**config.mk**
```make
export PLATFORM = sky130hd
export DESIGN_NAME = sw_score_packer
export DESIGN_NICKNAME = d
export VERILOG_FILES = /design/src/rtl/sw_score_packer.sv
export SDC_FILE = /design/constraint.sdc
export NUM_CORES = 1
export LEC_CHECK = 0
export ABC_AREA = 1
export BUFFER_PORTS_ARGS = -buffer_cell sky130_fd_sc_hd__buf_2
export CORE_ASPECT_RATIO = 0.7
export CORE_MARGIN = 8
export CORE_UTILIZATION = 59
export CTS_BUF_LIST = sky130_fd_sc_hd__clkbuf_16
export DETAILED_ROUTE_END_ITERATION = 6
export PLACE_DENSITY = 0.85
export SETUP_SLACK_MARGIN = 0.2
export SLEW_MARGIN = 20
export SYNTH_ARGS = -nofsm -noshare
export SYNTH_HDL_FRONTEND = slang
export SYNTH_SLANG_ARGS = --single-unit
```
**constraint.sdc**
```tcl
create_clock -name clk -period 3.15 [get_ports clk]
set_clock_uncertainty 0.15 [all_clocks]
set_input_delay 0.63 -clock clk [delete_from_list [all_inputs] [get_ports clk]]
set_output_delay 0.63 -clock clk [all_outputs]
set_load 0.1 [all_outputs]
```
**src/rtl/sw_score_packer.sv**
```systemverilog
// -----------------------------------------------------------------------------
// sw_score_packer
//
// Host-bound end of the Smith-Waterman score path. Takes one score per
// handshake from the PE-array readout, packs two scores per FIFO word (first
// score in the low half) and writes the words into the 32-bit read FIFO that
// feeds /dev/xillybus_read_32. The last score of a row flushes a zero-padded
// half word. Once that final word is written, end-of-row status is raised.
//
// Ports:
//   clk            system clock (bus_clk)
//   rst_n          asynchronous active-low reset
//   score_i        score from the PE readout
//   score_valid_i  score_i is valid
//   score_last_i   score_i is the last score of the current row/packet
//   score_ready_o  block can accept a score this cycle
//   fifo_din_o     packed word to the read FIFO
//   fifo_wren_o    FIFO write enable
//   fifo_full_i    read FIFO full
//   words_o        words written in the current packet (saturating)
//   max_score_o    running unsigned maximum score in the current packet
//   done_o         one-cycle pulse after the final word of a packet is written
//   eof_o          level, packet complete (feeds the read EOF logic)
// -----------------------------------------------------------------------------
module sw_score_packer #(
   parameter int SCORE_W = 16,
   parameter int CNT_W   = 16
) (
   input  logic                   clk,
   input  logic                   rst_n,
   input  logic [SCORE_W-1:0]     score_i,
   input  logic                   score_valid_i,
   input  logic                   score_last_i,
   output logic                   score_ready_o,
   output logic [2*SCORE_W-1:0]   fifo_din_o,
   output logic                   fifo_wren_o,
   input  logic                   fifo_full_i,
   output logic [CNT_W-1:0]       words_o,
   output logic [SCORE_W-1:0]     max_score_o,
   output logic                   done_o,
   output logic                   eof_o
);

   localparam int WORD_W = 2 * SCORE_W;

   typedef enum logic {ST_EMPTY, ST_HALF} state_t;

   state_t              r_state;
   logic [SCORE_W-1:0]  r_low;
   logic [WORD_W-1:0]   r_pend_word;
   logic                r_pend_valid;
   logic                r_pend_last;
   logic [CNT_W-1:0]    r_words;
   logic [SCORE_W-1:0]  r_max;
   logic                r_done;
   logic                r_eof;

   logic                w_acc;
   logic                w_wr;
   logic                w_complete;
   logic                w_new_packet;
   logic [CNT_W-1:0]    w_words_inc;
   logic [SCORE_W-1:0]  w_max_next;

   // A pending word that drains this cycle frees the slot for a new accept.
   assign score_ready_o = !r_pend_valid || !fifo_full_i;
   assign fifo_wren_o   = r_pend_valid && !fifo_full_i;
   assign fifo_din_o    = r_pend_word;
   assign words_o       = r_words;
   assign max_score_o   = r_max;
   assign done_o        = r_done;
   assign eof_o         = r_eof;

   assign w_acc        = score_valid_i && score_ready_o;
   assign w_wr         = fifo_wren_o;
   // A word is completed by the second score of a pair, or by a lone last score.
   assign w_complete   = w_acc && ((r_state == ST_HALF) || score_last_i);
   // First accept after end-of-row starts a fresh packet.
   assign w_new_packet = w_acc && r_eof;
   assign w_words_inc  = (r_words == {CNT_W{1'b1}}) ? r_words : r_words + 1'b1;
   assign w_max_next   = (w_new_packet || (score_i > r_max)) ? score_i : r_max;

   always_ff @(posedge clk or negedge rst_n) begin
      if (!rst_n) begin
         r_state      <= ST_EMPTY;
         r_low        <= '0;
         r_pend_word  <= '0;
         r_pend_valid <= 1'b0;
         r_pend_last  <= 1'b0;
         r_words      <= '0;
         r_max        <= '0;
         r_done       <= 1'b0;
         r_eof        <= 1'b0;
      end else begin
         if (w_acc) begin
            case (r_state)
               ST_EMPTY: begin
                  if (score_last_i) begin
                     r_pend_word <= {{SCORE_W{1'b0}}, score_i};
                  end else begin
                     r_low   <= score_i;
                     r_state <= ST_HALF;
                  end
               end
               ST_HALF: begin
                  r_pend_word <= {score_i, r_low};
                  r_state     <= ST_EMPTY;
               end
               default: r_state <= ST_EMPTY;
            endcase
         end

         // A completing accept reloads the slot even while it is being written.
         if (w_complete) begin
            r_pend_valid <= 1'b1;
            r_pend_last  <= score_last_i;
         end else if (w_wr) begin
            r_pend_valid <= 1'b0;
         end

         r_done <= w_wr && r_pend_last;

         if (w_wr && r_pend_last) begin
            r_eof <= 1'b1;
         end else if (w_new_packet) begin
            r_eof <= 1'b0;
         end

         if (w_new_packet) begin
            r_words <= {{(CNT_W-1){1'b0}}, w_wr};
         end else if (w_wr) begin
            r_words <= w_words_inc;
         end

         if (w_acc) begin
            r_max <= w_max_next;
         end
      end
   end

endmodule
```
* Word level (Yosys, flattened, before mapping)
Index checks and enable logic that the tools add are counted.
** Operators by class
- Add/subtract/negate cells :: 1
- Multiply operators :: 0
- Divide/modulo/power cells :: 0
- Magnitude comparators :: 1
- Eq/ne operators :: 3
- Shift-type cells :: 0
- Mux-type cells :: 11
- Bitwise gates (word level) :: 2
- Reduce and logical (&&, ||, !) cells :: 17
** Operator list (count)
- $pmux 32 s2 :: 1
- $mux 16 :: 3
- $mux 32 :: 1
- $add 16x1->16 const B :: 1
- $eq 16x16->1 const B :: 1
- $gt 16x16->1 :: 1
- $reduce_and 2->1 :: 3
- $reduce_bool 2->1 :: 3
- $logic_and 1x1->1 :: 5
- $mux 1 :: 5
- $ne 2x2->1 const B :: 2
- $logic_or 1x1->1 :: 3
- $reduce_and 3->1 :: 1
- $logic_not 1->1 :: 2
- $not 1->1 :: 2
- $pmux 1 s2 :: 1
** Storage, ports and cells
- Register bits :: 85
- Bits in latches :: 0
- Bits in writable memories :: 0
- Bits in read-only memories :: 0
- Memories kept :: 0

* Longest topological paths before layout
- Word-level depth :: 6
- Mapped depth :: 16
- Depth with buffers taken out :: 15

* Worst setup path after synthesis
No wires, ideal clock.
- Path type :: input-to-reg
- From :: in fifo_full_i
- To :: reg r_words[8] (netlist: words_o[8])
- Setup time :: 0.131 ns
- Arrival :: 2.720 ns
- Path slack :: 0.148 ns
- Cell stages on the path :: 7
- Cells stage by stage :: nor2_1 > inv_1 > nand2_1 > nand2_4 > buf_6 > nand2_1 > o31ai_2
** Between the ends
- Cells in the longest elaborated chain, start to end :: 6
** Ends and longest elaborated chain
- start, declared :: line 37 : input logic fifo_full_i,
- $logic_not 1->1 (*) :: line 66, 67
- $logic_or 1x1->1 :: line 66 : assign score_ready_o = !r_pend_valid || !fifo_full_i;
- $logic_and 1x1->1 :: line 74 : assign w_acc = score_valid_i && score_ready_o;
- $logic_and 1x1->1 :: line 79 : assign w_new_packet = w_acc && r_eof;
- $ne 2x2->1 (no line) / $reduce_bool 2->1 (equally long branches)
- $reduce_and 2->1 (no line)
- end signal, assigned :: line 130 : r_words <= {{(CNT_W-1){1'b0}}, w_wr};
- end signal, assigned :: line 132 : r_words <= w_words_inc;
- end, declared :: line 53 : logic [CNT_W-1:0] r_words;
Mark *: on every way between the ends. The rest lies on a longest branch, timed or not.
A chain may end at the register's enable or synchronous reset.

* Worst setup path after layout
- From :: reg r_state
- To :: reg r_pend_word[11] (netlist: fifo_din_o[11])
** Between the ends
- Cells in the longest elaborated chain, start to end :: 3
** Ends and longest elaborated chain
- start, declared :: line 48 : state_t r_state;
- start signal, assigned :: line 85 : r_state <= ST_EMPTY;
- start signal, assigned :: line 102 : r_state <= ST_HALF;
- start signal, assigned :: line 107 : r_state <= ST_EMPTY;
- $not 1->1 (no line)
- $ne 2x2->1 (no line)
- $reduce_and 2->1 (no line)
- end signal, assigned :: line 99 : r_pend_word <= {{SCORE_W{1'b0}}, score_i};
- end signal, assigned :: line 106 : r_pend_word <= {score_i, r_low};
- end, declared :: line 50 : logic [WORD_W-1:0] r_pend_word;
Several ways; a longest one is shown, not always the timed one.

==> impl_metrics.json <==
{
  "critPathArrivalTime_ns": 2.32,
  "clkTransAtPathRegs_ns": 0.06,
  "period_needed_ns": 2.21,
  "rows": 26,
  "grt_first_pass_wirelength_um": 18800,
  "fin_nets": 621,
  "finalSetupViolCount": 0,
  "maxCapViolations": 0,
  "drt_iter0_drc": 335,
  "viasPerCell": 5.53,
  "drc": 0,
  "vias": 3800,
  "rsz0062_at_grt": "false",
  "synth_top_area_share_pct": 49.7,
  "antenna_left": 0,
  "wl_um": 11300,
  "htree_levels": 3,
  "postCtsHoldBufs": 0,
  "cts_tree": "built",
  "syn-mean-instance-area_um2": 8.56,
  "areaGrowthSynthToFinish_pct": 18.0,
  "tns_ns": 0,
  "die-area_um2": 10300,
  "grt.overflow.total": 0,
  "critPathSlowestCell": "inv_1",
  "fin_area_um2": 5050,
  "slowest_delay_ns": 0.85,
  "hold_path_class": "primary input to async pin",
  "dr.pass1.iters": 5,
  "end_kind": "register",
  "clockRootBuffer": "clkbuf_16",
  "crit_path_cell_trace": "inv_1 > nand2_1 > a31oi_1",
  "final_cell_mix": "nand2_1 (154), buf_2 (87), dfrtp_1 (85)",
  "drive_gt1_share_pct": 22.1,
  "netlist_area_um2": 4280,
  "cp-start-kind": "register",
  "die_h_um": 87.3,
  "synth-seq-area-share_pct": 49.7,
  "ys_types": 34,
  "initial_utilization_pct": 59.8,
  "antenna_found_initial": 1,
  "netlist_instances": 500,
  "grt_pass1_vias": 3694,
  "core_area_um2": 7160,
  "rrSetupSlack_ns": 0.94,
  "grt_usage_pct": 22.9,
  "maxSlewViolCount": 0,
  "status": "complete, no violations",
  "syn_nets": 538,
  "post_cts_buffers": 0,
  "clock_path_buffers": 2,
  "place_hpwl_um": 8140,
  "grt_max_degree": 46,
  "portBuffers": 88,
  "place_area_um2": 4750,
  "yosysTopAreaCell": "dfrtp_1",
  "io-pin-count": 89,
  "clk_latency_ns": 0.34,
  "die_x_um": 118,
  "place_congestion": 0.851,
  "critPathKind": "register to register",
  "timing.fmax_mhz": 453,
  "timing_worst_slew_pin_value_ns": 0.999,
  "fin_crit_sh_pct": 70.1,
  "worst_ep_required_time_ns": 3.26,
  "ys_ff_latch": 85,
  "worstPathMaxFanout": 32,
  "slew-limit-headroom_pct": 33.3,
  "hold_violations": 0,
  "layout_commonest_cell": "nand2_1",
  "cts.sinks": 85,
  "numCtsBuffers": 9,
  "critPathBufInv": 1,
  "yosys_warnings": 0,
  "cts_resized": 0,
  "wl_per_cell_um": 16.5,
  "crit_family": "buffers and inverters",
  "synth.area.top_cells": "dfrtp_1 (50%), nand2_1 (14%), ha_1 (5.0%), inv_1 (4.4%), nor2_1 (3.2%)"
}
logic make-up after synthesis:
logic type      synth area share [%]
simple gates                    24.2
flops                           49.7
compound gates                  11.7
buf+inv                         7.71
fa+ha+maj                       4.97
xor+xnor                        1.43
mux                            0.263
metrics by stage:
stage | utilization, % | hold slack [ns] | worst slack, ns | instances
after detailed placement | 66.4 | 0.315 | 0.673 | 670
after CTS | 70.6 | 0.151 | 0.951 | 686
after global routing | 70.6 | 0.172 | 0.710 | 687
final | 70.6 | 0.128 | 0.941 | 687
after floorplan | - | 0.184 | 0.685 | 500
after global placement | 66.4 | 0.312 | 0.707 | 670
synth_stat cells:
library cell / instances
o211ai_1: 1
o21ai_1: 11
inv_4: 1
nand3_1: 27
xor2_1: 3
xnor2_1: 4
o31ai_1: 15
a21o_1: 1
nand4_1: 6
nor2_2: 1
a31o_2: 2
buf_6: 4
nand2_2: 1
a31oi_1: 16
mux2_2: 1
nor2_1: 37
nor2_4: 2
and2_1: 1
nand2_4: 3
o21ai_0: 20
dfrtp_1: 85
inv_1: 50
inv_2: 2
o31ai_2: 5
nand2_1: 154
clkbuf_1: 5
a21oi_1: 8
nor3_2: 2
nand4_4: 1
ha_1: 17
nor3_1: 2
buf_2: 7
nand2_8: 1
buf_4: 4
cell type report:
type                       instances  area (um^2)
inverter                          53          201
fill                             525         2100
clock buffer                       9          225
sequential                        85         2130
antenna                            1         2.50
timing repair buffer              92          473
tap                               98          123
multi-input combinational        342         1830
clock inverter                     7         75.1
final timing paths:
check / from / to / cells after the start
max: r_state$_DFFE_PN0P_ / fifo_din_o[11]$_DFFE_PN0P_ / 3
min: rst_n / max_score_o[5]$_DFFE_PN0P_ / 1
max reg2reg: r_state$_DFFE_PN0P_ / fifo_din_o[11]$_DFFE_PN0P_ / 3
min reg2reg: fifo_din_o[30]$_DFFE_PN0P_ / fifo_din_o[30]$_DFFE_PN0P_ / 2
max in group asynchronous: rst_n / words_o[5]$_DFFE_PN0P_ / 2
min in group clk: fifo_din_o[30]$_DFFE_PN0P_ / fifo_din_o[30]$_DFFE_PN0P_ / 2
layer usage:
metal | part of all wire, % | wire length [um] | track usage (%) | vias up
li1 | - | - | - | 1805
met1 | 45 | 5090 | 29.9 | 1822
met2 | 45 | 5150 | 34.9 | 160
met3 | 8.7 | 983 | 8.81 | 13
met4 | 1.1 | 121 | 5.90 | 0
met5 | 0 | 0 | 0 | -
registers in the layout, summed over array words and instances, names as in the netlist:
register	count
done_o	1
eof_o	1
fifo_din_o	32
max_score_o	16
r_low	16
r_pend_last	1
r_pend_valid	1
r_state	1
words_o	16
Power is not shown: default switching activity piles up to over one toggle a cycle in this logic, so the estimate is an artifact.
